### src/rtl/vector_frame_accumulator_if.sv
// Vector/frame bus for the vector frame accumulator: input vectors, frame qualifiers,
// firmware write bus and the registered result.
interface vector_frame_accumulator_if #(
  parameter int N          = 8,
  parameter int DATA_WIDTH = 32,
  parameter int MAX_CHAINS = 4
);
  localparam int CW = $clog2(MAX_CHAINS);

  logic                  tracing;
  logic                  valid_in;
  logic                  bof_in;
  logic                  eof_in;
  logic [CW-1:0]         chainId_in;
  logic [DATA_WIDTH-1:0] vector_in [N];
  logic [7:0]            configId;
  logic [7:0]            configData;

  logic                  valid_out;
  logic                  bof_out;
  logic                  eof_out;
  logic [CW-1:0]         chainId_out;
  logic [DATA_WIDTH-1:0] vector_out [N];

  modport master (
    output tracing, valid_in, bof_in, eof_in, chainId_in, vector_in, configId, configData,
    input  valid_out, bof_out, eof_out, chainId_out, vector_out
  );

  modport slave (
    input  tracing, valid_in, bof_in, eof_in, chainId_in, vector_in, configId, configData,
    output valid_out, bof_out, eof_out, chainId_out, vector_out
  );
endinterface

### src/rtl/vector_frame_accumulator.sv
// Per-chain lane-wise frame accumulator: enabled chains sum vectors from bof to eof
// and emit one result; disabled chains pass vectors straight through.
module vector_frame_accumulator #(
  parameter int         N                  = 8,
  parameter int         DATA_WIDTH         = 32,
  parameter int         MAX_CHAINS         = 4,
  parameter logic [7:0] INITIAL_FIRMWARE   = 8'h00,
  parameter logic [7:0] PERSONAL_CONFIG_ID = 8'h00
) (
  input logic                       clk,
  input logic                       rst_n,
  vector_frame_accumulator_if.slave bus
);
  localparam int CW = $clog2(MAX_CHAINS);
  typedef logic [DATA_WIDTH-1:0] lane_t;

  function automatic lane_t lane_add(input lane_t a, input lane_t b);
    return a + b;
  endfunction

  logic [7:0]            enable_q;
  logic [MAX_CHAINS-1:0] open_q;
  lane_t                 acc_q [MAX_CHAINS][N];

  logic                  vld_p1;
  logic                  bof_p1;
  logic                  eof_p1;
  logic [CW-1:0]         chain_p1;
  lane_t                 vec_p1 [N];

  logic [CW-1:0]         chain;
  logic [7:0]            en_shift;
  logic [MAX_CHAINS-1:0] open_shift;
  logic                  accept;
  logic                  acc_mode;
  logic                  restart;
  logic                  cfg_hit;
  lane_t                 sum [N];

  assign chain      = bus.chainId_in;
  assign en_shift   = enable_q >> chain;
  assign open_shift = open_q >> chain;
  assign acc_mode   = en_shift[0];
  // A closed chain treats any vector as the start of a new frame.
  assign restart    = bus.bof_in || !open_shift[0];
  assign cfg_hit    = (bus.configId == PERSONAL_CONFIG_ID);
  assign accept     = bus.valid_in && bus.tracing && (32'(chain) < MAX_CHAINS);

  always_comb begin
    for (int i = 0; i < N; i++) begin
      sum[i] = lane_add(restart ? lane_t'(0) : acc_q[chain][i], bus.vector_in[i]);
    end
  end

  // Stage p0 -> p1: accumulator update and registered outputs
  always_ff @(posedge clk or negedge rst_n) begin
    if (!rst_n) begin
      enable_q <= INITIAL_FIRMWARE;
      open_q   <= '0;
      vld_p1   <= 1'b0;
      bof_p1   <= 1'b0;
      eof_p1   <= 1'b0;
      chain_p1 <= '0;
      for (int i = 0; i < N; i++) begin
        vec_p1[i] <= '0;
      end
      for (int c = 0; c < MAX_CHAINS; c++) begin
        for (int i = 0; i < N; i++) begin
          acc_q[c][i] <= '0;
        end
      end
    end else begin
      vld_p1   <= 1'b0;
      bof_p1   <= 1'b0;
      eof_p1   <= 1'b0;
      chain_p1 <= '0;
      for (int i = 0; i < N; i++) begin
        vec_p1[i] <= '0;
      end

      if (accept) begin
        if (acc_mode) begin
          for (int i = 0; i < N; i++) begin
            acc_q[chain][i] <= sum[i];
          end
          open_q[chain] <= !bus.eof_in;
          if (bus.eof_in) begin
            vld_p1   <= 1'b1;
            bof_p1   <= 1'b1;
            eof_p1   <= 1'b1;
            chain_p1 <= chain;
            for (int i = 0; i < N; i++) begin
              vec_p1[i] <= sum[i];
            end
          end
        end else begin
          vld_p1   <= 1'b1;
          bof_p1   <= bus.bof_in;
          eof_p1   <= bus.eof_in;
          chain_p1 <= chain;
          for (int i = 0; i < N; i++) begin
            vec_p1[i] <= bus.vector_in[i];
          end
        end
      end

      // Disabling a chain also abandons its open frame on the same edge.
      if (cfg_hit) begin
        enable_q <= bus.configData;
        for (int c = 0; c < MAX_CHAINS; c++) begin
          if (!bus.configData[c]) begin
            open_q[c] <= 1'b0;
          end
        end
      end
    end
  end

  assign bus.valid_out   = vld_p1;
  assign bus.bof_out     = bof_p1;
  assign bus.eof_out     = eof_p1;
  assign bus.chainId_out = chain_p1;
  assign bus.vector_out  = vec_p1;
endmodule

### src/flat_wrapper.sv
// flat-port wrapper written by rule: the top's interface ports become plain ports
module vector_frame_accumulator_flat 
#(
  parameter int         N                  = 8,
  parameter int         DATA_WIDTH         = 32,
  parameter int         MAX_CHAINS         = 4,
  parameter logic [7:0] INITIAL_FIRMWARE   = 8'h00,
  parameter logic [7:0] PERSONAL_CONFIG_ID = 8'h00
)
  (clk, rst_n, bus_tracing, bus_valid_in, bus_bof_in, bus_eof_in, bus_chainId_in, bus_vector_in, bus_configId, bus_configData, bus_valid_out, bus_bof_out, bus_eof_out, bus_chainId_out, bus_vector_out);
  vector_frame_accumulator_if #(.N(N), .DATA_WIDTH(DATA_WIDTH), .MAX_CHAINS(MAX_CHAINS)) bus_i ();
  input logic clk;
  input logic rst_n;
  input wire logic [$bits(bus_i.tracing)-1:0] bus_tracing;
  input wire logic [$bits(bus_i.valid_in)-1:0] bus_valid_in;
  input wire logic [$bits(bus_i.bof_in)-1:0] bus_bof_in;
  input wire logic [$bits(bus_i.eof_in)-1:0] bus_eof_in;
  input wire logic [$bits(bus_i.chainId_in)-1:0] bus_chainId_in;
  input wire logic [$bits(bus_i.vector_in)-1:0] bus_vector_in;
  input wire logic [$bits(bus_i.configId)-1:0] bus_configId;
  input wire logic [$bits(bus_i.configData)-1:0] bus_configData;
  output wire logic [$bits(bus_i.valid_out)-1:0] bus_valid_out;
  output wire logic [$bits(bus_i.bof_out)-1:0] bus_bof_out;
  output wire logic [$bits(bus_i.eof_out)-1:0] bus_eof_out;
  output wire logic [$bits(bus_i.chainId_out)-1:0] bus_chainId_out;
  output wire logic [$bits(bus_i.vector_out)-1:0] bus_vector_out;
  assign bus_i.tracing = bus_tracing;
  assign bus_i.valid_in = bus_valid_in;
  assign bus_i.bof_in = bus_bof_in;
  assign bus_i.eof_in = bus_eof_in;
  assign bus_i.chainId_in = bus_chainId_in;
  assign bus_i.vector_in = {>>{bus_vector_in}};
  assign bus_i.configId = bus_configId;
  assign bus_i.configData = bus_configData;
  assign bus_valid_out = bus_i.valid_out;
  assign bus_bof_out = bus_i.bof_out;
  assign bus_eof_out = bus_i.eof_out;
  assign bus_chainId_out = bus_i.chainId_out;
  assign bus_vector_out = {>>{bus_i.vector_out}};
  vector_frame_accumulator #(.N(N), .DATA_WIDTH(DATA_WIDTH), .MAX_CHAINS(MAX_CHAINS), .INITIAL_FIRMWARE(INITIAL_FIRMWARE), .PERSONAL_CONFIG_ID(PERSONAL_CONFIG_ID)) u_core (.clk(clk), .rst_n(rst_n), .bus(bus_i));
endmodule
### config.mk
export PLATFORM = sky130hd
export DESIGN_NAME = vector_frame_accumulator_flat
export DESIGN_NICKNAME = d
export VERILOG_FILES = /design/src/rtl/vector_frame_accumulator_if.sv /design/src/rtl/vector_frame_accumulator.sv /design/src/flat_wrapper.sv
export SDC_FILE = /design/constraint.sdc
export NUM_CORES = 2
export LEC_CHECK = 0
export CAP_MARGIN = 40
export CORE_AREA = 3 3 342 344
export DETAILED_ROUTE_END_ITERATION = 8
export DIE_AREA = 0 0 345 347
export PLACE_DENSITY = 0.81
export RECOVER_POWER = 100
export SYNTH_ARGS = -nofsm -noshare
export SYNTH_HDL_FRONTEND = slang
export SYNTH_SLANG_ARGS = --single-unit
### constraint.sdc
create_clock -name clk -period 5.25 [get_ports clk]
set_input_delay 1.575 -clock clk [delete_from_list [all_inputs] [get_ports clk]]
set_output_delay 1.575 -clock clk [all_outputs]
set_load 0.01 [all_outputs]
==> impl_metrics.py <==
metrics = {
    "detailed_routing": {
        "firstDrtPassIters": 6,
        "wl_per_cell_um": 21.9,
        "num_vias": 57700,
        "via_per_inst": 6.12,
        "antenna_left": 0,
        "dr.first_iter.drc_count": 5153,
        "wirelength_um": 207000,
        "drc": 0,
    },
    "sta": {
        "tightest_slew_ns": 3.84,
        "period_share_pct": 97.5,
        "fin_setup_tns_ns": 0,
        "timing.final.hold_violations": 0,
        "finalMaxSlewViolations": 681,
        "clock.fmax_mhz": 195,
        "setup_viol": 0,
        "finClkSkew_ns": 0.0371,
        "rsz0062_at_grt": "false",
        "min_period_ns": 5.12,
        "slew_headroom_pct": -156,
    },
    "clock_network": {
        "cts_hold_buf": 0,
        "clk_pin_slew_ns": 0.06,
        "clockBufferDepth": 3,
        "cts_buffers": 137,
        "cts-root-buf": "clkbuf_16",
        "cts_tree": "done",
        "cts.sinks": 1293,
        "clock_latency_ns": 0.77,
        "h-tree-depth": 4,
    },
    "power": {
        "internal_power_uw": 18800,
        "peakVddDrop_uv": 281,
        "powerDensity_nw_per_um2": 303,
        "clkPwrFrac_pct": 39.5,
        "switchingPower_uw": 6790,
        "leakagePower_uw": 0.0426,
        "pwr-share-comb_pct": 15.8,
        "finalPower_uw": 25600,
        "seqPwrFrac_pct": 44.7,
        "sw_frac_of_total_pct": 26.6,
    },
    "floorplanning": {
        "die_area_um2": 120000,
        "die_h_um": 347,
        "core_area_um2": 114000,
        "rows": 124,
        "io_pins": 541,
        "start_util_pct": 59.0,
        "die_x_um": 345,
    },
    "setup_path": {
        "critical-path-slowest-cell": "and4_1",
        "path_max_fanout": 37,
        "worstSetupEndpointType": "register",
        "worstPathRequired_ns": 5.93,
        "path_class": "input port to register",
        "cpPeakStageDelay_ns": 1.55,
        "path_cells": "dlygate4sd3_1, and2_1, and4_1, clkbuf_2, clkbuf_2, nand2_1, nand2_1",
        "start_kind": "input port",
        "cp_data_arrival_time_ns": 5.80,
    },
    "place": {
        "place_hpwl_um": 142000,
        "port_buffers": 536,
        "place.gp.congestion": 0.950,
        "place_inst": 9184,
    },
    "synthesis": {
        "synth_edf_count": 0,
        "syn_nets": 7264,
        "seq_area_frac_synth_pct": 48.0,
        "synth_area_um2": 67400,
        "synth_seq_cells": 1293,
        "async_reset_ff_share_pct": 100,
        "syn_inst": 6728,
        "synth-main-ff-cell": "dfrtp_1",
        "syn_area_per_cell_um2": 10.0,
        "ys_types": 89,
        "yosysWarnings": 0,
    },
    "finish": {
        "layoutNonFillerInstCount": 9428,
        "layout.nets": 8347,
        "syn2layout_area_growth_pct": 25.1,
        "seq_area_um2": 32400,
        "fillCellCount": 7686,
        "drive_gt1_share_pct": 17.7,
        "multi_input_area_um2": 33400,
    },
    "status": {
        "failed_checks": "capacitance limit, slew limit",
        "outcome": "complete, but fails checks",
    },
    "grt": {
        "grt_usage_pct": 34.3,
        "grt_pass1_vias": 60400,
        "grt_pass1_wl_um": 327000,
        "grt_max_degree": 121,
        "antenna_found_initial": 6,
        "grt.overflow.total": 0,
    },
    "flow_run": {
        "maxCapViolations": 14,
    },
    "worst_hold_path": {
        "hp-class": "register to register",
    },
}
placed cells by master, fill, tap and decap left out, types with 23 or more instances in the layout:
master,synthesis,layout
nand2_1,1977,1975
dfrtp_1,1293,1293
buf_4,0,580
o21ai_0,538,539
clkdlybuf4s50_1,0,269
dlygate4sd3_1,0,263
mux4_2,256,256
a21oi_1,246,247
ha_1,248,246
and2_1,263,240
mux2_2,192,182
a22o_1,161,161
nor2_1,147,146
xnor2_1,147,145
a21o_1,144,144
clkbuf_1,324,143
clkbuf_16,0,140
xor2_1,81,81
inv_1,68,68
buf_12,0,64
nand3_1,56,56
nand4_1,42,42
clkbuf_4,0,38
o21bai_1,37,37
nor3_1,28,28
a31oi_1,26,26
clkbuf_8,0,26
and3_1,25,25
a211oi_1,28,24
o21a_1,24,24
nand2b_1,24,24
nor2b_1,23,23
metal layers:
metal | track usage (%) | vias up | share of wire (%)
li1 | - | 25500 | -
met1 | 43.9 | 28600 | 39
met2 | 57.3 | 2862 | 48
met3 | 6.52 | 620 | 8.4
met4 | 14.9 | 8 | 4.2
met5 | 0 | - | 0.027
cells by family after synthesis:
kind of cell	synth area share [%]
compound gates	13.0
xor+xnor	2.96
fa+ha+maj	4.84
buf+inv	2.65
flops	48.0
mux	11.9
simple gates	16.6
synth_stat cells (28+ instances only):
master    instances  area share, %
nand2_1        1977             11
nor3_1           28           0.21
ha_1            248            4.6
mux2_2          192            3.2
and2_1          263            2.4
a21oi_1         246            1.8
clkbuf_1        324            1.8
inv_1            68           0.38
dfrtp_1        1293             48
nand3_1          56           0.42
nand4_1          42           0.39
a22o_1          161            2.1
a211oi_1         28           0.31
xnor2_1         147            1.9
o21ai_0         538            4.0
buf_1            55           0.31
o21bai_1         37           0.41
nor2_1          147           0.82
mux4_2          256            8.6
a21o_1          144            1.6
xor2_1           81            1.1
worst max-delay path: cells and delay by family:
kind | cells | cell delay [ns]
buffers and inverters | 3 | 2.12
and+or+nand+nor | 4 | 2.05
power groups by stage:
stage               sequential [uW]  clock (uW)  combinational [uW]
floorplan                     11400           0                2210
global placement              11500           0                3900
detailed placement            11600           0                4050
CTS                           11400       10200                4110
global route                  11500       10600                4400
finish                        11400       10100                4040
stage by stage:
step / cell area [um2] / worst slack [ns] / hold WS [ns] / util (%)
6_report: 84300 / 0.134 / 0.470 / 73.9
5_1_grt: 84300 / 0.00796 / 0.485 / 73.9
4_1_cts: 85000 / 0.139 / 0.471 / 74.4
3_5_place_dp: 80300 / -0.638 / 0.457 / 70.3
3_3_place_gp: 80300 / -0.546 / 0.446 / 70.3
2_1_floorplan: 67700 / -0.0587 / 0.433 / -
area by class of cell:
type | instances | area share (%)
Inverter | 68 | 0.303
Clock buffer | 197 | 4.72
Clock inverter | 46 | 0.825
Tap cell | 1512 | 2.24
Timing Repair Buffer | 1344 | 14.0
Antenna cell | 1 | 0.00297
Multi-Input combinational cell | 4967 | 39.6
Sequential cell | 1293 | 38.4
state kept, by name, summed over array words and instances, names as in the netlist:
register / count
u_core.acc_q: 1024
u_core.bus.bof_out: 1
u_core.bus.chainId_out: 2
u_core.bus.eof_out: 1
u_core.bus.valid_out: 1
u_core.bus.vector_out: 256
u_core.enable_q: 4
u_core.open_q: 4
timing repair:
action / in CTS / in global routing
gates resized for setup: 0 / 5
buffers inserted: 0 / 0
endpoints found under the setup margin: 0 / 52
worst paths after layout:
kind / start / to / slack [ns] / cells after the start
max: bus_valid_in / u_core.acc_q[145] / 0.13 / 7
min: u_core.acc_q[269] / u_core.acc_q[269] / 0.47 / 2
max reg2reg: u_core.open_q[0] / u_core.acc_q[216] / 0.63 / 18
min reg2reg: u_core.acc_q[269] / u_core.acc_q[269] / 0.47 / 2
max in group asynchronous: rst_n / u_core.acc_q[736] / 0.59 / 2
min in group asynchronous: rst_n / u_core.bus.vector_out[203] / 2.06 / 1
Note: power is estimated with default switching activity, not from simulation.
